File: src/rtl/instruction_fetcher.sv
// ---------------------------------------------------------------------------
// instruction_fetcher
//
// Purpose:
//   Front-end producer for the decoder. Starting from start_pc, walks
//   prog_len words of program memory. It issues one read per word over a
//   valid/ready memory port. Each returned word is then handed to the decoder,
//   together with its PC, over a valid/ready handshake. Only one word is in
//   flight at a time, so the best case is one instruction every two cycles.
//
// Ports:
//   clk, reset         rising-edge clock, synchronous active-high reset
//   start              begin a program (sampled only while idle)
//   start_pc           first address, sampled with start
//   prog_len           number of words to fetch, sampled with start
//   abort              cancel the running program (no done pulse)
//   mem_read_valid     read request towards program memory
//   mem_read_address   read address, always equal to the internal pc
//   mem_read_ready     memory returns mem_read_data this cycle
//   mem_read_data      memory read data
//   inst_valid         word presented to the decoder
//   instruction        presented word
//   inst_pc            address of the presented word
//   inst_ready         decoder accepts the presented word
//   busy               fetcher is not idle
//   done               one-cycle pulse when the whole program was delivered
// ---------------------------------------------------------------------------
module instruction_fetcher #(
    parameter int INST_WIDTH = 32,
    parameter int ADDR_WIDTH = 8,
    parameter int LEN_WIDTH  = ADDR_WIDTH + 1
) (
    input  logic                  clk,
    input  logic                  reset,
    input  logic                  start,
    input  logic [ADDR_WIDTH-1:0] start_pc,
    input  logic [LEN_WIDTH-1:0]  prog_len,
    input  logic                  abort,
    output logic                  mem_read_valid,
    output logic [ADDR_WIDTH-1:0] mem_read_address,
    input  logic                  mem_read_ready,
    input  logic [INST_WIDTH-1:0] mem_read_data,
    output logic                  inst_valid,
    output logic [INST_WIDTH-1:0] instruction,
    output logic [ADDR_WIDTH-1:0] inst_pc,
    input  logic                  inst_ready,
    output logic                  busy,
    output logic                  done
);

    typedef enum logic [1:0] {
        IDLE    = 2'd0,
        FETCH   = 2'd1,
        DELIVER = 2'd2,
        DONE    = 2'd3
    } state_t;

    state_t                state;
    state_t                next_state;
    logic [ADDR_WIDTH-1:0] pc;
    logic [LEN_WIDTH-1:0]  remaining;

    // State register. Reset wins over every other input, including abort
    // and start, so a mid-program reset never produces a done pulse.
    always_ff @(posedge clk) begin
        if (reset) begin
            state <= IDLE;
        end else begin
            state <= next_state;
        end
    end

    // Next-state logic. abort takes priority over start and over any
    // handshake that completes in the same cycle, so such a word is dropped.
    always_comb begin
        next_state = state;
        case (state)
            IDLE: begin
                if (start && !abort) begin
                    next_state = (prog_len == '0) ? DONE : FETCH;
                end
            end
            FETCH: begin
                if (abort) begin
                    next_state = IDLE;
                end else if (mem_read_ready) begin
                    next_state = DELIVER;
                end
            end
            DELIVER: begin
                if (abort) begin
                    next_state = IDLE;
                end else if (inst_ready) begin
                    next_state = (remaining == LEN_WIDTH'(1)) ? DONE : FETCH;
                end
            end
            DONE: begin
                next_state = IDLE;
            end
            default: begin
                next_state = IDLE;
            end
        endcase
    end

    // Handshake and status outputs are decoded purely from the state
    // register, so they are glitch-free and carry no input-to-output path.
    always_comb begin
        mem_read_valid = 1'b0;
        inst_valid     = 1'b0;
        busy           = 1'b1;
        done           = 1'b0;
        case (state)
            IDLE:    busy           = 1'b0;
            FETCH:   mem_read_valid = 1'b1;
            DELIVER: inst_valid     = 1'b1;
            DONE:    done           = 1'b1;
            default: busy           = 1'b0;
        endcase
    end

    // The read address is the pc register itself. pc only moves when the
    // decoder accepts a word, so the address stays put for the whole read.
    assign mem_read_address = pc;

    // Datapath. pc and remaining load on start. The presented word and its
    // PC are captured on the memory handshake and held until the next
    // capture. pc advances (wrapping naturally) only on a decoder handshake
    // that is not cancelled by abort.
    always_ff @(posedge clk) begin
        if (reset) begin
            pc          <= '0;
            remaining   <= '0;
            instruction <= '0;
            inst_pc     <= '0;
        end else begin
            case (state)
                IDLE: begin
                    if (start && !abort) begin
                        pc        <= start_pc;
                        remaining <= prog_len;
                    end
                end
                FETCH: begin
                    if (!abort && mem_read_ready) begin
                        instruction <= mem_read_data;
                        inst_pc     <= pc;
                    end
                end
                DELIVER: begin
                    if (!abort && inst_ready) begin
                        pc        <= pc + ADDR_WIDTH'(1);
                        remaining <= remaining - LEN_WIDTH'(1);
                    end
                end
                default: begin
                end
            endcase
        end
    end

endmodule
File: config.mk
export PLATFORM = sky130hd
export DESIGN_NAME = instruction_fetcher
export DESIGN_NICKNAME = d
export VERILOG_FILES = /design/src/rtl/instruction_fetcher.sv
export SDC_FILE = /design/constraint.sdc
export NUM_CORES = 1
export LEC_CHECK = 0
export BUFFER_PORTS_ARGS = -buffer_cell sky130_fd_sc_hd__buf_4
export CORE_ASPECT_RATIO = 2
export CORE_MARGIN = 4
export CORE_UTILIZATION = 35
export CTS_BUF_LIST = sky130_fd_sc_hd__clkbuf_16
export DETAILED_ROUTE_END_ITERATION = 10
export PLACE_DENSITY_LB_ADDON = 0.08
export SLEW_MARGIN = 0
export SYNTH_ARGS = -nofsm -noshare
export SYNTH_HDL_FRONTEND = slang
export SYNTH_SLANG_ARGS = --single-unit
File: constraint.sdc
create_clock -name clk -period 2.45 [get_ports clk]
set_input_delay 0.245 -clock clk [delete_from_list [all_inputs] [get_ports clk]]
set_output_delay 0.245 -clock clk [all_outputs]
set_load 0.02 [all_outputs]
==> impl_metrics.env, run 1 <==
export IMPL_ys_top_cells_by_area="dfxtp_1 46%, nand2_1 13%, a21oi_1 11%"
export IMPL_syn_inst=332
export IMPL_gr_usage_all_layers_pct=17.22
export IMPL_hold_end="state[1]"
export IMPL_synth_distinct_cells=41
export IMPL_vias=2624
export IMPL_clkSinkCount=59
export IMPL_pwr_share_clk_pct=51.4
export IMPL_holdPathStages=2
export IMPL_hpwl_um=5238
export IMPL_totalPowerFinal_mw=2.576
export IMPL_cts_resized=0
export IMPL_vdd_drop_max_v=0.0004495
export IMPL_synth_main_ff_cell="dfxtp_1"
export IMPL_sequentialPowerShare_pct=39.3
export IMPL_hold_viol_final=0
export IMPL_start_util_pct=36.44
export IMPL_hold_path_class="primary input to flop"
export IMPL_slew_violations=0
export IMPL_antenna_cells=0
export IMPL_dp_slack_ns=0.7405
export IMPL_end_kind="output port"
export IMPL_grt_overflow_total=0
export IMPL_path_clk_slew_ns=0.05
export IMPL_die_area_um2=8794
export IMPL_first_iter_violations=148
export IMPL_nNetsFinal=489
export IMPL_power_density_nw_per_um2=695.0
export IMPL_worstPathArrival_ns=1.56
export IMPL_cts_inserted_buffers=9
export IMPL_synth_edf_count=0
export IMPL_setup_violations_final=0
export IMPL_synth_area_per_cell_um2=7.677
export IMPL_drt_total_wl_um=7397
export IMPL_relSlewSlack_pct=51.64
export IMPL_io_buffers=106
export IMPL_post_route_period_util_pct=73.64
export IMPL_drive_gt1_share_pct=29.59
export IMPL_cts_max_level=3
export IMPL_cts_tree="built"
export IMPL_synth_top_area_cell="dfxtp_1"
export IMPL_die_w_um=68.34
export IMPL_seq_area_frac_synth_pct=46.34
export IMPL_ios=107
export IMPL_grt_max_degree=41
export IMPL_start_kind="flop"
export IMPL_synth_nets=390
export IMPL_r2r_start="state[1]"
export IMPL_p_comb_share_pct=9.3
export IMPL_p_switching_mw=0.5877
export IMPL_worst_ep_required_time_ns=2.20
export IMPL_path_class="flop to output port"
export IMPL_grt_first_pass_wirelength_um=11380
export IMPL_yosysTopAreaCellShare_pct=46.34
export IMPL_final_common_cell="buf_4"
export IMPL_rsz0062_at_grt="no"
export IMPL_worst_pin_slew_ns=0.7187
export IMPL_core_um2=6994
export IMPL_crit_fanout=14
export IMPL_maxClockFrequency_mhz=554.3
export IMPL_drt_pass1_iter_count=4
export IMPL_leakagePower_nw=1.517
export IMPL_tns_ns=0
export IMPL_final_cell_mix="111 x buf_4, 89 x nand2_1, 59 x dfxtp_1"
export IMPL_chipHeight_um=128.7
export IMPL_power_internal_mw=1.989
export IMPL_drc_errors=0
export IMPL_ff2ff_setup_slack_ns=0.72
export IMPL_yosys_warnings=0
export IMPL_grt_pass1_vias=2439
export IMPL_ant_nets=0
export IMPL_p_sw_share_pct=22.81
export IMPL_rows=43
export IMPL_synth_async_reset_ratio_pct=0
export IMPL_cts_max_path_buffers=2
export IMPL_viasPerCell=4.989
export IMPL_place_congestion=0.7783
export IMPL_min_delay_start="abort"
export IMPL_area_delta_synth_final_pct=45.46
export IMPL_cts_hold_buf=0
export IMPL_clock_latency_ns=0.32
export IMPL_syn_area_um2=2549
export IMPL_antenna_found_initial=0
export IMPL_status="completed"
export IMPL_r2r_end="mem_read_address[0]"
export IMPL_fin_skew_ns=0.002994
export IMPL_drt_wirelength_per_cell_um=14.06
export IMPL_final_setup_worst_slack_ns=0.6459
export IMPL_whs_ns=0.1153
export IMPL_ys_seq_elements=59
export IMPL_maxCapViolations=0
export IMPL_cts_setup_buffers=0
export IMPL_final_util_pct=53.01
export IMPL_fin_crit_ns=1.804
export IMPL_reg2regPathDepth=4
export IMPL_root_buffer="clkbuf_16"
[critical path, cell delays in order (launching register included)]
cell,delay (ns)
dfxtp_1,0.38
or2b_1,0.26
inv_1,0.36
buf_4,0.23
[area by class of cell]
| cell class | instances | area [um^2] |
|---|---|---|
| sequential | 59 | 1181 |
| clock buffer | 9 | 225.2 |
| clock inverter | 7 | 92.59 |
| inverter | 8 | 30.03 |
| multi-input combinational | 242 | 1232 |
| fill | 752 | 3287 |
| tap | 90 | 112.6 |
| timing repair buffer | 111 | 833.3 |
[per-layer routing]
layer  share of wire (%)  vias up  global-route usage (%)
met5                   0        -                       0
met2                  54       72                   30.32
met3                 6.0       17                   4.105
met1                  37     1194                   17.63
met4                 3.4        0                   10.20
li1                    -     1341                       -
[power by group through the flow]
stage | clock, mW | combinational (mW) | sequential [mW]
6_report | 1.32 | 0.241 | 1.01
5_1_grt | 1.40 | 0.264 | 1.02
4_1_cts | 1.37 | 0.244 | 1.01
3_5_place_dp | 0 | 0.243 | 1.03
3_3_place_gp | 0 | 0.242 | 1.03
2_1_floorplan | 0 | 0.104 | 1.04
[how the worst max path moves through the flow]
stage                   from             endpoint  slack, ns
floorplan           state[1]         remaining[3]       0.99
global placement    state[1]  mem_read_address[0]       0.76
detailed placement  state[1]  mem_read_address[0]       0.74
CTS                 state[1]           inst_valid       0.62
global route        state[1]           inst_valid       0.56
finish              state[1]           inst_valid       0.65
[logic make-up after synthesis]
group	count (synthesis)	synth area share, %
AO/OA/AOI/OAI	88	19.39
buffers and inverters	31	5.302
adder cells (fa/ha/maj)	3	1.473
AND/OR/NAND/NOR	149	26.66
multiplexers	2	0.8345
flip-flops	59	46.34
[cell usage after synthesis (all sizes together), types with 5 or more instances]
master and number:
o21ai 15, buf 11, nor2 13, dfxtp 59, inv 8, nor3 5
nand2 89, and2 5, clkbuf 12, nand3 8, a21oi 55, nor4 6
[sequential cells by signal, indices dropped and copies added, names as in the netlist]
register,flops
instruction,32
remaining,9
inst_pc,8
mem_read_address,8
state,2
[stage by stage]
step	area, um^2	cells
after global routing	3707	526
after global placement	3390	510
after detailed placement	3390	510
after floorplan	2549	332
after CTS	3707	526
final	3707	526
Note: power is estimated with default switching activity, not from simulation.
==> run 2, diff against run 1 <==
==> constraint.sdc (replaced) <==
create_clock -name clk -period 1.9 [get_ports clk]
set_input_delay 0.19 -clock clk [delete_from_list [all_inputs] [get_ports clk]]
set_output_delay 0.19 -clock clk [all_outputs]
set_load 0.02 [all_outputs]
==> run 2 against run 1 <==
Die area did not move; first-iteration DRC count rose by 26%; sequential power rose by 30%; global-route usage rose by 0.63 points; clock power rose by 27%; via count barely moved; clock-buffer cell count did not move; combinational power rose by 37%; utilization rose by 0.98 points; largest power group unchanged.
==> impl_metrics.env, run 2 (same netlist as run 1, synthesis figures left out) <==
export IMPL_ios=107
export IMPL_cts_hold_buf=0
export IMPL_cts_setup_buffers=0
export IMPL_drt_wirelength_per_cell_um=14.09
export IMPL_path_class="flop to output port"
export IMPL_rows=43
export IMPL_antenna_cells=0
export IMPL_relSlewSlack_pct=67.51
export IMPL_core_um2=6994
export IMPL_drive_gt1_share_pct=30.47
export IMPL_seqCellArea_um2=1181
export IMPL_largest_register_ffs=32
export IMPL_rsz0062_at_grt="no"
export IMPL_top_register="instruction"
export IMPL_grt_max_degree=41
export IMPL_antenna_found_initial=0
export IMPL_clock_latency_ns=0.32
export IMPL_viasPerCell=4.925
export IMPL_grt_pass1_vias=2506
export IMPL_post_route_period_util_pct=94.17
export IMPL_vias=2625
export IMPL_crit_fanout=9
export IMPL_busiest_layer="met2"
export IMPL_gr_usage_all_layers_pct=17.85
export IMPL_multi_input_area_um2=1232
export IMPL_grt_overflow_total=0
export IMPL_fin_cells=533
export IMPL_use_met3_pct=4.978
export IMPL_maxCapViolations=0
export IMPL_status="completed"
export IMPL_start_kind="flop"
export IMPL_nNetsFinal=496
export IMPL_hold_path_class="primary input to flop"
export IMPL_reg_largest_list="instruction: 32 flops, remaining: 9 flops"
export IMPL_power_density_nw_per_um2=876.8
export IMPL_final_cell_mix="116 x buf_4, 89 x nand2_1, 59 x dfxtp_1"
export IMPL_cts_inserted_buffers=9
export IMPL_worst_ep_required_time_ns=1.71
export IMPL_drc_errors=0
export IMPL_cts_tree="built"
export IMPL_die_w_um=68.34
export IMPL_grt_first_pass_wirelength_um=11770
export IMPL_path_clk_slew_ns=0.05
export IMPL_area_delta_synth_final_pct=48.16
export IMPL_cts_max_level=3
export IMPL_maxClockFrequency_mhz=558.9
export IMPL_root_buffer="clkbuf_16"
export IMPL_reg2regPathDepth=5
export IMPL_first_iter_violations=187
export IMPL_grt_use_met1_pct=18.83
export IMPL_vdd_drop_max_v=0.0005677
export IMPL_end_kind="output port"
export IMPL_leakagePower_nw=1.559
export IMPL_setup_violations_final=0
export IMPL_clkSinkCount=59
export IMPL_post_place_cells=517
export IMPL_fillers=721
export IMPL_io_buffers=106
export IMPL_final_common_cell="buf_4"
export IMPL_hold_viol_final=0
export IMPL_worst_pin_slew_ns=0.4873
export IMPL_fin_skew_ns=0.002901
export IMPL_holdPathStages=2
export IMPL_drt_total_wl_um=7511
export IMPL_cts_max_path_buffers=2
export IMPL_tns_ns=0
export IMPL_start_util_pct=36.44
export IMPL_ant_nets=0
export IMPL_fin_crit_ns=1.789
export IMPL_slew_violations=0
export IMPL_worstPathArrival_ns=1.60
export IMPL_chipHeight_um=128.7
export IMPL_hpwl_um=5394
export IMPL_ff2ff_setup_slack_ns=0.22
export IMPL_drt_pass1_iter_count=4
export IMPL_cts_resized=1
export IMPL_place_congestion=0.8312
export IMPL_die_area_um2=8794
export IMPL_met2_usage_pct=32.20
## run 2: cell count changes in the layout (fill, tap and decap cells not counted)
cell and change:
inv_2 +1, clkinv_1 +1, buf_12 +2, clkinvlp_4 -1, clkinv_4 -1, buf_4 +5
## run 2: layout make-up
type	count	area share, %
Clock buffer	9	5.964
Sequential cell	59	31.28
Clock inverter	7	2.220
Tap cell	90	2.982
Multi-Input combinational cell	242	32.64
Timing Repair Buffer	118	24.12
Inverter	8	0.7952
## run 2: power breakdown
group | leakage (nW) | internal (mW) | switching [mW] | total, mW
logic | 0.929 | 0.168 | 0.162 | 0.330
registers | 0.478 | 1.27 | 0.0345 | 1.31
clock network | 0.152 | 1.13 | 0.546 | 1.68
total | 1.56 | 2.57 | 0.743 | 3.31
## run 2: through the flow
stage                     instance area [um^2]  setup WS (ns)  utilization [%]  power (mW)  hold slack, ns
after floorplan                           2549         0.4351                -       1.479          0.2621
after global placement                    3467         0.2970            49.57       1.661          0.3919
after detailed placement                  3467         0.2432            49.57       1.662          0.3987
after CTS                                 3776        0.08955            53.99       3.358         0.04986
after global routing                      3776        0.04850            53.99       3.440         0.06007
final                                     3776         0.1108            53.99       3.311         0.06246
## run 2: worst max-delay path: stages (launching register included)
cell and delay, ns:
dfxtp_1 0.39, or2b_1 0.37, inv_2 0.20, buf_4 0.17
buf_4 0.14
## run 2: metal layers
metal | vias to the layer above | wire length, um
met5 | - | 0
met4 | 0 | 110
met3 | 11 | 440
met2 | 75 | 4159
met1 | 1191 | 2801
li1 | 1348 | -
## run 2: final timing paths
kind / to / start
min: state[1] / abort
max: inst_valid / state[1]
max reg2reg: remaining[2] / state[1]
min reg2reg: instruction[16] / instruction[16]
==> run 3, diff against run 2 <==
--- a/config.mk
+++ b/config.mk
@@ -11,6 +11,7 @@
 export CORE_UTILIZATION = 35
 export CTS_BUF_LIST = sky130_fd_sc_hd__clkbuf_16
 export DETAILED_ROUTE_END_ITERATION = 10
+export MAX_ROUTING_LAYER = met4
 export PLACE_DENSITY_LB_ADDON = 0.08
 export SLEW_MARGIN = 0
 export SYNTH_ARGS = -nofsm -noshare
==> constraint.sdc (replaced) <==
create_clock -name clk -period 1.9 [get_ports clk]
set_input_delay 0.19 -clock clk [delete_from_list [all_inputs] [get_ports clk]]
set_output_delay 0.19 -clock clk [all_outputs]
set_load 0.01 [all_outputs]
==> run 3 against run 2 <==
Sequential power barely moved; clock power shrank 8%; wire length fell by 0.55%; via count grew 0.91%; sequential cell count stayed put; largest power group unchanged.
==> impl_metrics.env, run 3 (same netlist as run 1, synthesis figures left out) <==
export IMPL_p_comb_share_pct=9.9
export IMPL_drt_wirelength_per_cell_um=14.02
export IMPL_cts_max_path_buffers=2
export IMPL_leakagePower_nw=1.552
export IMPL_setup_violations_final=0
export IMPL_holdPathStages=2
export IMPL_start_util_pct=36.44
export IMPL_largest_register_ffs=32
export IMPL_cts_setup_buffers=0
export IMPL_place_congestion=0.8497
export IMPL_pwr_share_clk_pct=48.8
export IMPL_antenna_cells=0
export IMPL_grt_first_pass_wirelength_um=12040
export IMPL_grt_pass1_vias=2594
export IMPL_die_area_um2=8794
export IMPL_hold_end="state[1]"
export IMPL_end_kind="output port"
export IMPL_multi_input_area_um2=1232
export IMPL_totalPowerFinal_mw=3.159
export IMPL_gr_usage_all_layers_pct=18.76
export IMPL_critPathMaxStageDelay_ns=0.40
export IMPL_drc_errors=0
export IMPL_fin_skew_ns=0.006984
export IMPL_placed_area_um2=3467
export IMPL_cts_hold_buf=0
export IMPL_area_delta_synth_final_pct=47.23
export IMPL_cts_max_level=3
export IMPL_chipHeight_um=128.7
export IMPL_maxClockFrequency_mhz=562.0
export IMPL_worst_path_most_repeated_cell="buf_4"
export IMPL_core_um2=6994
export IMPL_worst_pin_slew_ns=0.5111
export IMPL_vias=2649
export IMPL_reg_largest_list="instruction: 32 flops, remaining: 9 flops"
export IMPL_reg2regPathDepth=5
export IMPL_post_route_period_util_pct=93.66
export IMPL_crit_fanout=9
export IMPL_root_buffer="clkbuf_16"
export IMPL_grt_max_degree=41
export IMPL_tns_ns=0
export IMPL_maxCapViolations=0
export IMPL_path_clk_slew_ns=0.05
export IMPL_drt_total_wl_um=7470
export IMPL_hold_viol_final=0
export IMPL_relSlewSlack_pct=65.93
export IMPL_sequentialPowerShare_pct=41.3
export IMPL_r2r_start="state[1]"
export IMPL_status="completed"
export IMPL_r2r_end="mem_read_address[5]"
export IMPL_rows=43
export IMPL_nNetsFinal=496
export IMPL_ant_nets=0
export IMPL_critPathSlowestCell="dfxtp_1"
export IMPL_hpwl_um=5346
export IMPL_worst_ep_required_time_ns=1.71
export IMPL_p_sw_share_pct=22.95
export IMPL_grt_overflow_total=0
export IMPL_seqCellArea_um2=1181
export IMPL_io_buffers=106
export IMPL_rsz0062_at_grt="no"
export IMPL_final_design_area_no_fill_um2=3752
export IMPL_p_switching_mw=0.7251
export IMPL_cts_inserted_buffers=9
export IMPL_top_register="instruction"
export IMPL_first_iter_violations=181
export IMPL_dp_slack_ns=0.2224
export IMPL_ff2ff_setup_slack_ns=0.15
export IMPL_viasPerCell=4.970
export IMPL_clock_latency_ns=0.33
export IMPL_final_cell_mix="116 x buf_4, 89 x nand2_1, 59 x dfxtp_1"
export IMPL_final_common_cell="buf_4"
export IMPL_fillers=725
export IMPL_drt_pass1_iter_count=5
export IMPL_antenna_found_initial=0
export IMPL_fin_crit_ns=1.780
export IMPL_slew_violations=0
export IMPL_path_class="flop to output port"
export IMPL_power_density_nw_per_um2=841.8
export IMPL_vdd_drop_max_v=0.0004150
export IMPL_power_internal_mw=2.434
export IMPL_path_cells="or2b_1 -> inv_2 -> buf_4 -> buf_4"
export IMPL_cts_tree="built"
export IMPL_ios=107
export IMPL_final_setup_worst_slack_ns=0.1205
export IMPL_die_w_um=68.34
export IMPL_worstPathArrival_ns=1.59
export IMPL_start_kind="flop"
export IMPL_hold_path_class="primary input to flop"
export IMPL_drive_gt1_share_pct=30.47
export IMPL_min_delay_start="abort"
export IMPL_clkSinkCount=59
==> run 3: cell count changes in the layout (fill, tap and decap cells not counted), sizes merged <==
cell / change
bufinv: -1
clkinv: +2
clkinvlp: -1
==> run 3: worst max-delay path by stage <==
stage                  from                  end  slack, ns  cells after the start
2_1_floorplan  remaining[0]         remaining[6]       0.44                      6
3_3_place_gp       state[1]         remaining[5]       0.30                      5
3_5_place_dp       state[1]  mem_read_address[5]       0.22                      5
4_1_cts            state[1]           inst_valid      0.005                      4
5_1_grt            state[1]  mem_read_address[5]       0.03                      5
6_report           state[1]           inst_valid       0.12                      4
==> run 3: power groups by stage <==
stage | registers, mW | logic (mW) | clock network, mW
2_1_floorplan | 1.33 | 0.132 | 0
3_3_place_gp | 1.33 | 0.315 | 0
3_5_place_dp | 1.33 | 0.314 | 0
4_1_cts | 1.30 | 0.316 | 1.58
5_1_grt | 1.31 | 0.345 | 1.65
6_report | 1.31 | 0.313 | 1.54
==> run 3: layout make-up <==
cell class	count	area share, %
Multi-Input combinational cell	242	32.84
Sequential cell	59	31.48
Timing Repair Buffer	118	24.27
Clock buffer	9	6.002
Tap cell	90	3.001
Clock inverter	7	1.601
Inverter	8	0.8003
==> run 3: stage by stage <==
stage,cells,util [%],hold slack [ns]
6_report,533,53.65,0.06814
5_1_grt,533,53.65,0.05992
4_1_cts,533,53.65,0.05042
3_5_place_dp,517,49.57,0.4000
3_3_place_gp,517,49.57,0.3918
2_1_floorplan,332,-,0.2621
==> run 3: worst max-delay path: cells and delay by family, from the launching register on <==
kind	cells	cell delay [ns]
DFF	1	0.40
buffers and inverters	3	0.50
and+or+nand+nor	1	0.36
==> run 3: timing repair <==
item | in CTS | in global routing
endpoints found under the hold margin | 0 | 0
gates resized for setup | 0 | 1
endpoints found under the setup margin | 0 | 1
==> run 3: per-layer routing <==
| layer | GRT usage, % | share of wire, % | vias to the layer above |
|---|---|---|---|
| met5 | - | 0 | - |
| met4 | 7.737 | 1.3 | 0 |
| met2 | 32.82 | 56 | 80 |
| met3 | 5.328 | 6.3 | 7 |
| met1 | 18.80 | 37 | 1207 |
| li1 | - | - | 1355 |
